[config.mk]
export PLATFORM = sky130hd
export DESIGN_NAME = carrier_loop_ctrl
export DESIGN_NICKNAME = d
export VERILOG_FILES = /design/src/rtl/dsss_pkg.sv /design/src/rtl/pd_mag_cmp.sv /design/src/rtl/carrier_loop_ctrl.sv
export SDC_FILE = /design/constraint.sdc
export NUM_CORES = 1
export LEC_CHECK = 0
export ABC_AREA = 1
export BUFFER_PORTS_ARGS = -buffer_cell sky130_fd_sc_hd__buf_2
export CAP_MARGIN = 25
export CORE_MARGIN = 2
export CORE_UTILIZATION = 60
export DETAILED_ROUTE_END_ITERATION = 8
export GPL_TIMING_DRIVEN = 0
export PLACE_DENSITY = 0.92
export SLEW_MARGIN = 10
export SYNTH_ARGS = -nofsm -noshare
export SYNTH_HDL_FRONTEND = slang
export SYNTH_SLANG_ARGS = --single-unit
[constraint.sdc]
create_clock -name clk -period 5.55 [get_ports clk]
set_input_delay 1.11 -clock clk [delete_from_list [all_inputs] [get_ports clk]]
set_output_delay 1.11 -clock clk [all_outputs]
set_load 0.03 [all_outputs]
[src/rtl/dsss_pkg.sv]
// Shared definitions for the DSSS demodulator carrier-recovery sequencer.
package dsss_pkg;

  typedef enum logic [1:0] {
    ST_IDLE  = 2'd0,
    ST_ACQ   = 2'd1,
    ST_TRACK = 2'd2,
    ST_HOLD  = 2'd3
  } cl_state_e;

  localparam int SHIFT_W = 5;

  // Default loop-filter shifts: wide-band for acquisition, narrow-band for tracking.
  localparam int DEF_ACQ_C1 = 4;
  localparam int DEF_ACQ_C2 = 9;
  localparam int DEF_TRK_C1 = 5;
  localparam int DEF_TRK_C2 = 11;

  // Symbol counters are wide enough for every threshold and saturate at the top.
  localparam int CNT_W = 8;

  function automatic logic [CNT_W-1:0] sat_inc(input logic [CNT_W-1:0] v);
    return (&v) ? v : v + CNT_W'(1);
  endfunction

  // The loop filter may only integrate while acquiring or tracking.
  function automatic logic is_active(input cl_state_e s);
    return (s == ST_ACQ) || (s == ST_TRACK);
  endfunction

endpackage

[src/rtl/pd_mag_cmp.sv]
// Registered phase-detector magnitude check: |pd| < LOCK_TH, with the most
// negative code saturated to the largest positive magnitude.
module pd_mag_cmp
  import dsss_pkg::*;
#(
  parameter int PD_W    = 23,
  parameter int LOCK_TH = 1 << 18
) (
  input  logic            clk,
  input  logic            rst,
  input  logic            en_i,
  input  logic [PD_W-1:0] pd_i,
  output logic            good_o
);

  localparam logic [PD_W-1:0] MAX_POS = {1'b0, {(PD_W-1){1'b1}}};
  localparam logic [PD_W-1:0] MIN_NEG = {1'b1, {(PD_W-1){1'b0}}};
  localparam logic [PD_W-1:0] TH      = PD_W'(LOCK_TH);

  logic [PD_W-1:0] mag;
  logic            good_q;

  // Two's-complement absolute value; -2^(PD_W-1) has no positive twin.
  always_comb begin
    mag = pd_i;
    if (pd_i == MIN_NEG)   mag = MAX_POS;
    else if (pd_i[PD_W-1]) mag = -pd_i;
  end

  // Capture the verdict alongside the strobed sample.
  always_ff @(posedge clk or posedge rst) begin
    if (rst)       good_q <= 1'b0;
    else if (en_i) good_q <= (mag < TH);
  end

  assign good_o = good_q;

endmodule

[src/rtl/carrier_loop_ctrl.sv]
// Carrier-recovery loop sequencer: gates loop-filter updates, clears the
// integrator, selects ACQ/TRACK gains and rides through short sync dropouts.
module carrier_loop_ctrl
  import dsss_pkg::*;
#(
  parameter int PD_W     = 23,
  parameter int ACQ_C1   = DEF_ACQ_C1,
  parameter int ACQ_C2   = DEF_ACQ_C2,
  parameter int TRK_C1   = DEF_TRK_C1,
  parameter int TRK_C2   = DEF_TRK_C2,
  parameter int LOCK_TH  = 1 << 18,
  parameter int LOCK_N   = 64,
  parameter int UNLOCK_N = 16,
  parameter int HOLD_SYM = 32
) (
  input  logic               clk,
  input  logic               rst,
  input  logic               sync_ok,
  input  logic               sym_strobe,
  input  logic [PD_W-1:0]    pd,
  output logic [PD_W-1:0]    pd_o,
  output logic               lf_load,
  output logic               lf_clear,
  output logic [SHIFT_W-1:0] c1_shift,
  output logic [SHIFT_W-1:0] c2_shift,
  output logic               locked,
  output logic [1:0]         state_o
);

  localparam logic [CNT_W-1:0]   LOCK_N_C   = CNT_W'(LOCK_N);
  localparam logic [CNT_W-1:0]   UNLOCK_N_C = CNT_W'(UNLOCK_N);
  localparam logic [CNT_W-1:0]   HOLD_SYM_C = CNT_W'(HOLD_SYM);
  localparam logic [SHIFT_W-1:0] ACQ_C1_C   = SHIFT_W'(ACQ_C1);
  localparam logic [SHIFT_W-1:0] ACQ_C2_C   = SHIFT_W'(ACQ_C2);
  localparam logic [SHIFT_W-1:0] TRK_C1_C   = SHIFT_W'(TRK_C1);
  localparam logic [SHIFT_W-1:0] TRK_C2_C   = SHIFT_W'(TRK_C2);

  cl_state_e          state_q, state_d;
  cl_state_e          stb_st_q;
  logic               stb_q;
  logic               mag_good;
  logic [CNT_W-1:0]   good_cnt_q, good_cnt_d;
  logic [CNT_W-1:0]   bad_cnt_q,  bad_cnt_d;
  logic [CNT_W-1:0]   hold_cnt_q, hold_cnt_d;
  logic [PD_W-1:0]    pd_q;
  logic               load_q, load_d;
  logic               clear_q;
  logic               locked_q;
  logic [SHIFT_W-1:0] c1_q, c1_d, c2_q, c2_d;
  logic               upd_acq, upd_trk;

  pd_mag_cmp #(
    .PD_W    (PD_W),
    .LOCK_TH (LOCK_TH)
  ) u_mag (
    .clk    (clk),
    .rst    (rst),
    .en_i   (sym_strobe),
    .pd_i   (pd),
    .good_o (mag_good)
  );

  // A counter-driven transition only fires when the judged strobe arrived
  // in the state we are still in.
  assign upd_acq = stb_q && (stb_st_q == ST_ACQ)   && (state_q == ST_ACQ);
  assign upd_trk = stb_q && (stb_st_q == ST_TRACK) && (state_q == ST_TRACK);

  // Counter bookkeeping for last cycle's strobe, then state transitions.
  always_comb begin
    state_d    = state_q;
    good_cnt_d = good_cnt_q;
    bad_cnt_d  = bad_cnt_q;
    hold_cnt_d = hold_cnt_q;

    // The strobe is judged under the state it arrived in.
    if (stb_q) begin
      case (stb_st_q)
        ST_ACQ:   good_cnt_d = mag_good ? sat_inc(good_cnt_q) : '0;
        ST_TRACK: bad_cnt_d  = mag_good ? ((bad_cnt_q == '0) ? '0 : bad_cnt_q - CNT_W'(1))
                                        : sat_inc(bad_cnt_q);
        ST_HOLD:  hold_cnt_d = sat_inc(hold_cnt_q);
        default:  ;
      endcase
    end

    // Sync loss outranks counters; sync return outranks the hold timeout.
    case (state_q)
      ST_IDLE: begin
        good_cnt_d = '0;
        bad_cnt_d  = '0;
        hold_cnt_d = '0;
        if (sync_ok) state_d = ST_ACQ;
      end
      ST_ACQ: begin
        if (!sync_ok) begin
          state_d    = ST_IDLE;
          good_cnt_d = '0;
          bad_cnt_d  = '0;
          hold_cnt_d = '0;
        end else if (upd_acq && (good_cnt_d >= LOCK_N_C)) begin
          state_d   = ST_TRACK;
          bad_cnt_d = '0;
        end
      end
      ST_TRACK: begin
        if (!sync_ok) begin
          state_d    = ST_HOLD;
          hold_cnt_d = '0;
        end else if (upd_trk && (bad_cnt_d >= UNLOCK_N_C)) begin
          state_d    = ST_ACQ;
          good_cnt_d = '0;
        end
      end
      ST_HOLD: begin
        if (sync_ok) begin
          state_d = ST_TRACK;
        end else if (hold_cnt_d >= HOLD_SYM_C) begin
          state_d    = ST_IDLE;
          good_cnt_d = '0;
          bad_cnt_d  = '0;
          hold_cnt_d = '0;
        end
      end
      default: state_d = ST_IDLE;
    endcase
  end

  // Output next-state: a load needs an active state both now and next cycle,
  // so it never lands in IDLE/HOLD or under lf_clear. HOLD keeps its gains.
  always_comb begin
    load_d = sym_strobe && is_active(state_q) && is_active(state_d);
    c1_d   = ACQ_C1_C;
    c2_d   = ACQ_C2_C;
    case (state_d)
      ST_TRACK: begin c1_d = TRK_C1_C; c2_d = TRK_C2_C; end
      ST_HOLD:  begin c1_d = c1_q;     c2_d = c2_q;     end
      default:  ;
    endcase
  end

  // State, counters and registered outputs.
  always_ff @(posedge clk or posedge rst) begin
    if (rst) begin
      state_q    <= ST_IDLE;
      stb_q      <= 1'b0;
      stb_st_q   <= ST_IDLE;
      good_cnt_q <= '0;
      bad_cnt_q  <= '0;
      hold_cnt_q <= '0;
      pd_q       <= '0;
      load_q     <= 1'b0;
      clear_q    <= 1'b1;
      locked_q   <= 1'b0;
      c1_q       <= ACQ_C1_C;
      c2_q       <= ACQ_C2_C;
    end else begin
      state_q    <= state_d;
      stb_q      <= sym_strobe;
      stb_st_q   <= state_q;
      good_cnt_q <= good_cnt_d;
      bad_cnt_q  <= bad_cnt_d;
      hold_cnt_q <= hold_cnt_d;
      if (sym_strobe) pd_q <= pd;
      load_q     <= load_d;
      clear_q    <= (state_d == ST_IDLE);
      locked_q   <= (state_d == ST_TRACK);
      c1_q       <= c1_d;
      c2_q       <= c2_d;
    end
  end

  assign pd_o     = pd_q;
  assign lf_load  = load_q;
  assign lf_clear = clear_q;
  assign locked   = locked_q;
  assign c1_shift = c1_q;
  assign c2_shift = c2_q;
  assign state_o  = state_q;

endmodule
After elaboration in Yosys (flattened, before gate mapping)
Cells that the tools add are included.
- RAM bits: 0
- output and inout port bits: 38
- input bits: 27
- memories kept: 0
- register bits after elaboration: 66
- latch bits: 0
- memory bits (read-only): 0
- word-level logic and storage cells: 88
- shifts and indexed selects: 0
- eq/ne operators: 10
- multipliers: 0
- bitwise logic cells: 0
- divide/modulo/power cells: 0
- order comparisons: 4
- add/sub/neg operators: 5
- reductions and logical operators: 17
- mux-type cells: 39
- operators with widths (operator ; number):
    $mux W8 ; 24
    $pmux W8 S3 ; 2
    $mux W23 ; 2
    $pmux W8 S4 ; 1
    $add A8 B1 Y8 const B ; 3
    $reduce_and A8 Y1 ; 3
    $eq A23 B23 Y1 const B ; 1
    $lt A23 B19 Y1 const B ; 1
    $neg A23 Y23 ; 1
    $pmux W5 S2 ; 2
    $mux W2 ; 7
    $eq A2 B2 Y1 const B ; 6
    $ge A8 B5 Y1 const B ; 1
    $ge A8 B6 Y1 const B ; 1
    $ge A8 B7 Y1 const B ; 1
    $logic_and A1 B1 Y1 ; 8
    $logic_not A8 Y1 ; 1
    $pmux W2 S4 ; 1
    $sub A8 B1 Y8 const B ; 1
    $eq A2 B1 Y1 const B ; 3
    $logic_not A2 Y1 ; 2
    $logic_or A1 B1 Y1 ; 2
    $reduce_or A2 Y1 ; 1

Longest topological paths before layout
- depth in word-level cells: 13
- mapped depth: 20
- mapped depth without buffers: 20

Cells and area by module
From an unflattened synthesis, not the netlist that was laid out.
- cell total of the unflattened synthesis: 531
- area, all modules: 3763.6 um2
- by module, submodules not included (module ; times used ; cells an instance ; area an instance (um2)):
    carrier_loop_ctrl ; 1 ; 447 ; 3375.7
    pd_mag_cmp ; 1 ; 84 ; 387.9

Worst setup path before layout
Ideal clock, no wire load.
- path kind: reg-to-reg
- start: reg bad_cnt_q[0]
- end: reg c2_q[1] (netlist: c2_shift[1])
- cell stages (with the launch flop): 15
- arrival time: 2.171 ns
- path slack: 3.254 ns
- cell sequence: dfrtp_1 -> inv_1 -> ha_1 -> nand2_1 -> nor2_4 -> a21oi_4 -> nand3_1 -> nand2_1 -> nor2_1 -> nand2_1 -> nand3_2 -> nand3_2 -> a21oi_2 -> ha_1 -> mux2_2
- longest elaborated chain between the ends: 12
- RTL lines (what ; line ; source):
    start: declaration ; carrier_loop_ctrl.sv:43 ; logic [CNT_W-1:0] bad_cnt_q, bad_cnt_d;
    start signal: assignment ; carrier_loop_ctrl.sv:161 ; bad_cnt_q <= bad_cnt_d;
    $add A8 B1 Y8 (tied with other cells) ; dsss_pkg.sv:23 ; return (&v) ? v : v + CNT_W'(1);
    $mux W8, on equally long branches ; dsss_pkg.sv:23, carrier_loop_ctrl.sv:79 ;
    $mux W8 ; carrier_loop_ctrl.sv:79 ; ST_TRACK: bad_cnt_d = mag_good ? ((bad_cnt_q == '0) ? '0 : bad_cnt_q - CNT_W'(1))
    $mux W8 ; carrier_loop_ctrl.sv:77 ; case (stb_st_q)
    $mux W8 (*) ; carrier_loop_ctrl.sv:76 ; if (stb_q) begin
    $ge A8 B5 Y1 (*) ; carrier_loop_ctrl.sv:109 ; end else if (upd_trk && (bad_cnt_d >= UNLOCK_N_C)) begin
    $logic_and A1 B1 Y1 (*) ; carrier_loop_ctrl.sv:109 ;
    $mux W2 (*) ; carrier_loop_ctrl.sv:109 ;
    $mux W2 (*) ; carrier_loop_ctrl.sv:106 ; if (!sync_ok) begin
    $pmux W2 S4 (*) ; carrier_loop_ctrl.sv:87 ; case (state_q)
    via state_d[1] ; carrier_loop_ctrl.sv:38 ; cl_state_e state_q, state_d;
    $eq A2 B2 Y1 ; carrier_loop_ctrl.sv:134 ; case (state_d)
    $pmux W5 S2 ; carrier_loop_ctrl.sv:134 ;
    end signal: assignment ; carrier_loop_ctrl.sv:155 ; c2_q <= ACQ_C2_C;
    end signal: assignment ; carrier_loop_ctrl.sv:168 ; c2_q <= c2_d;
    end: declaration ; carrier_loop_ctrl.sv:49 ; logic [SHIFT_W-1:0] c1_q, c1_d, c2_q, c2_d;
Mark *: on every way through the listed nets, which the timed path passes. The rest lies on a longest branch. The select of a mux whose other input is x is not followed.
A chain may end at the register's enable or synchronous reset.

Final worst setup path
Ends and elaborated chain as after synthesis.

==> out/qor.yml <==
synth_top_area_cell: "dfrtp_1"
insertion_delay_ps: 330
dp_hpwl_um: 5810
wl_per_cell_um: 13.0
ys_types: 46
combPwrFrac: 0.431
vias: 3341
ios: 65
cts_made_buffers: 9
yosysTopAreaCellShare: 0.403
hold_path_class: "register to register"
final.min_clock_period_ps: 2670
synth_edf_count: 0
layout_common_cells: "nand2_1 (152), buf_2 (58), dfrtp_1 (56)"
cts_hold_buf: 0
layout_setup_ws_ps: 2880
ir_worst_vdd_mv: 0.264
internal_power_w: 0.00102
post-route-cell-area_um2: 4120
slew_headroom: 0.620
drt_iter0_drc: 248
cts-resized-gates: 0
cts_setup_buffers: 0
slew_violations: 0
synthArstFlopShare: 1.00
max_freq_mhz: 375
worstPathMaxFanout: 6
grt_busiest_layer: "met2"
nets: 584
grtUsageMet3: 0.0596
yosys_register_bits: 57
synth_area_leaders: "dfrtp_1 (40%), nand2_1 (16%), nor2_1 (5.8%), inv_1 (4.7%), ha_1 (4.3%)"
clock_sinks: 57
cts_root_buf: "clkbuf_8"
clk_path_buf_depth: 2
grt_use_met2: 0.468
tightest_slew_ps: 569
dr.pass1.iters: 5
skew_ps: 5.60
setup.worst_path.class: "register to register"
gp_congestion: 0.908
antenna_left: 0
overflow: 0
wl_um: 8110
critPathLaunchType: "register"
outcome: "complete, no violations"
antennaDiodeCount: 0
pwr_density_cell_nw_per_um2: 426
first_global_vias: 3132
crit_path_end_kind: "register"
cp.required_ps: 5770
leakage_nw: 2.14
drc: 0
rsz0062_at_grt: "no"
synth_area_per_cell_um2: 7.39
ys_warn_count: 0
die_h_um: 80.2
final_common_cell: "nand2_1"
die_area_um2: 6420
globalRouteTotalUtil: 0.273
io_buffers: 56
power_frac_seq: 0.317
finalCritPeriodShare: 0.480
clk_pin_slew_ps: 70
grt_max_degree: 33
die_w_um: 80.2
syn_area_um2: 3480
grt_pass1_wl_um: 13700
switching_share: 0.421
placed_area_um2: 3890
rows: 27
crit_arrival_ps: 2880
final.setup.tns_ps: 0
grt_util_met1: 0.333
core-area_um2: 5540
start_util: 0.628
yosysSeqAreaShare: 0.410
grt_antenna_before_repair: 0
vias_per_cell: 5.37
finalSetupViolCount: 0
finalHoldViolCount: 0
htreeDepth: 3
synthToLayoutAreaGrowth_pct: 18.5
synth_flop_cell: "dfrtp_1"
tritoncts: "done"
place_ws_ps: 2910
fin_util: 0.744
cap_violations: 0
final_layout_size_suffix_gt1_frac: 0.211
clockPowerShare: 0.252
netlist_instances: 471
power.switching_w: 0.000738
## path summary, 6_finish.rpt
path	startpoint	to	slack (ps)	depth (start not counted)
worst max-delay path	bad_cnt_q[0]	c2_shift[1]	2880	14
worst min-delay path	pd_o[19]	pd_o[19]	470	2
worst max register to register	bad_cnt_q[0]	c2_shift[1]	2880	14
worst min register to register	pd_o[19]	pd_o[19]	470	2
max in group asynchronous	rst	bad_cnt_q[0]	4160	3
min in group asynchronous	rst	c2_shift[1]	830	2
## kinds of logic (layout without fill, tap and decap cells)
kind of cell | Yosys count | after routing | synth area share
xor gates and xnor gates | 9 | 9 | 0.0227
adders and majority gates | 12 | 12 | 0.0431
buffers and inverters | 72 | 145 | 0.0906
other | 2 | 8 | 0.00216
and+or+nand+nor | 268 | 268 | 0.331
muxes | 1 | 1 | 0.00324
AOI/OAI and AO/OA | 50 | 50 | 0.0967
DFF | 57 | 57 | 0.410
## sequential cells by signal (all words and copies together) (netlist names)
name	flops
bad_cnt_q	8
c2_shift	1
good_cnt_q	8
hold_cnt_q	8
lf_clear	1
lf_load	1
locked	1
pd_o	23
state_o	2
stb_q	1
stb_st_q	2
u_mag.good_o	1
## power by group through the flow
stage | combinational (W) | clock (W) | sequential [W]
5_1_grt | 0.000841 | 0.000470 | 0.000563
4_1_cts | 0.000750 | 0.000449 | 0.000552
3_5_place_dp | 0.000742 | 0 | 0.000558
2_1_floorplan | 0.000508 | 0 | 0.000612
6_report | 0.000756 | 0.000442 | 0.000555
3_3_place_gp | 0.000711 | 0 | 0.000555
## layer usage
metal,part of all wire,wire length [um]
met5,0,0
met4,0.015,123
met3,0.070,569
met2,0.51,4110
met1,0.41,3320
## critical path: stages (launching register included)
cell and delay (ps):
dfrtp_1 410, inv_1 160, ha_1 240, nand2_1 140, nor2_4 200, a21oi_4 80, nand3_1 90, nand2_1 70
nor2_1 110, nand2_1 110, nand3_2 120, nand3_2 90, a21oi_2 220, ha_1 190, mux2_2 320
## stage by stage
| step | hold WS, ps | total power [W] | std cells |
|---|---|---|---|
| floorplan | 513 | 0.00112 | 477 |
| global route | 494 | 0.00187 | 622 |
| global placement | 450 | 0.00127 | 605 |
| finish | 473 | 0.00175 | 622 |
| CTS | 474 | 0.00175 | 622 |
| detailed placement | 457 | 0.00130 | 606 |
## Yosys cell counts (3+ instances only)
master,number
nand2_1,152
dfrtp_1,56
nor2_1,54
inv_1,44
nand3_1,30
a21oi_1,14
o21ai_0,14
ha_1,12
buf_4,9
xor2_1,8
clkbuf_1,7
inv_2,6
nand2_2,5
nor2_2,5
nor3_1,5
nor4_1,5
o211ai_1,4
nand3_2,3
nand4_1,3
o21ai_1,3
## area by class of cell
type	count	area, um^2
multi-input combinational	348	1760
sequential	57	1430
fill	384	1420
timing repair buffer	57	300
inverter	52	195
clock buffer	12	155
buffer	20	120
tap	72	90.1
clock inverter	4	75.1
No activity file was read; power rests on OpenSTA's default activity.
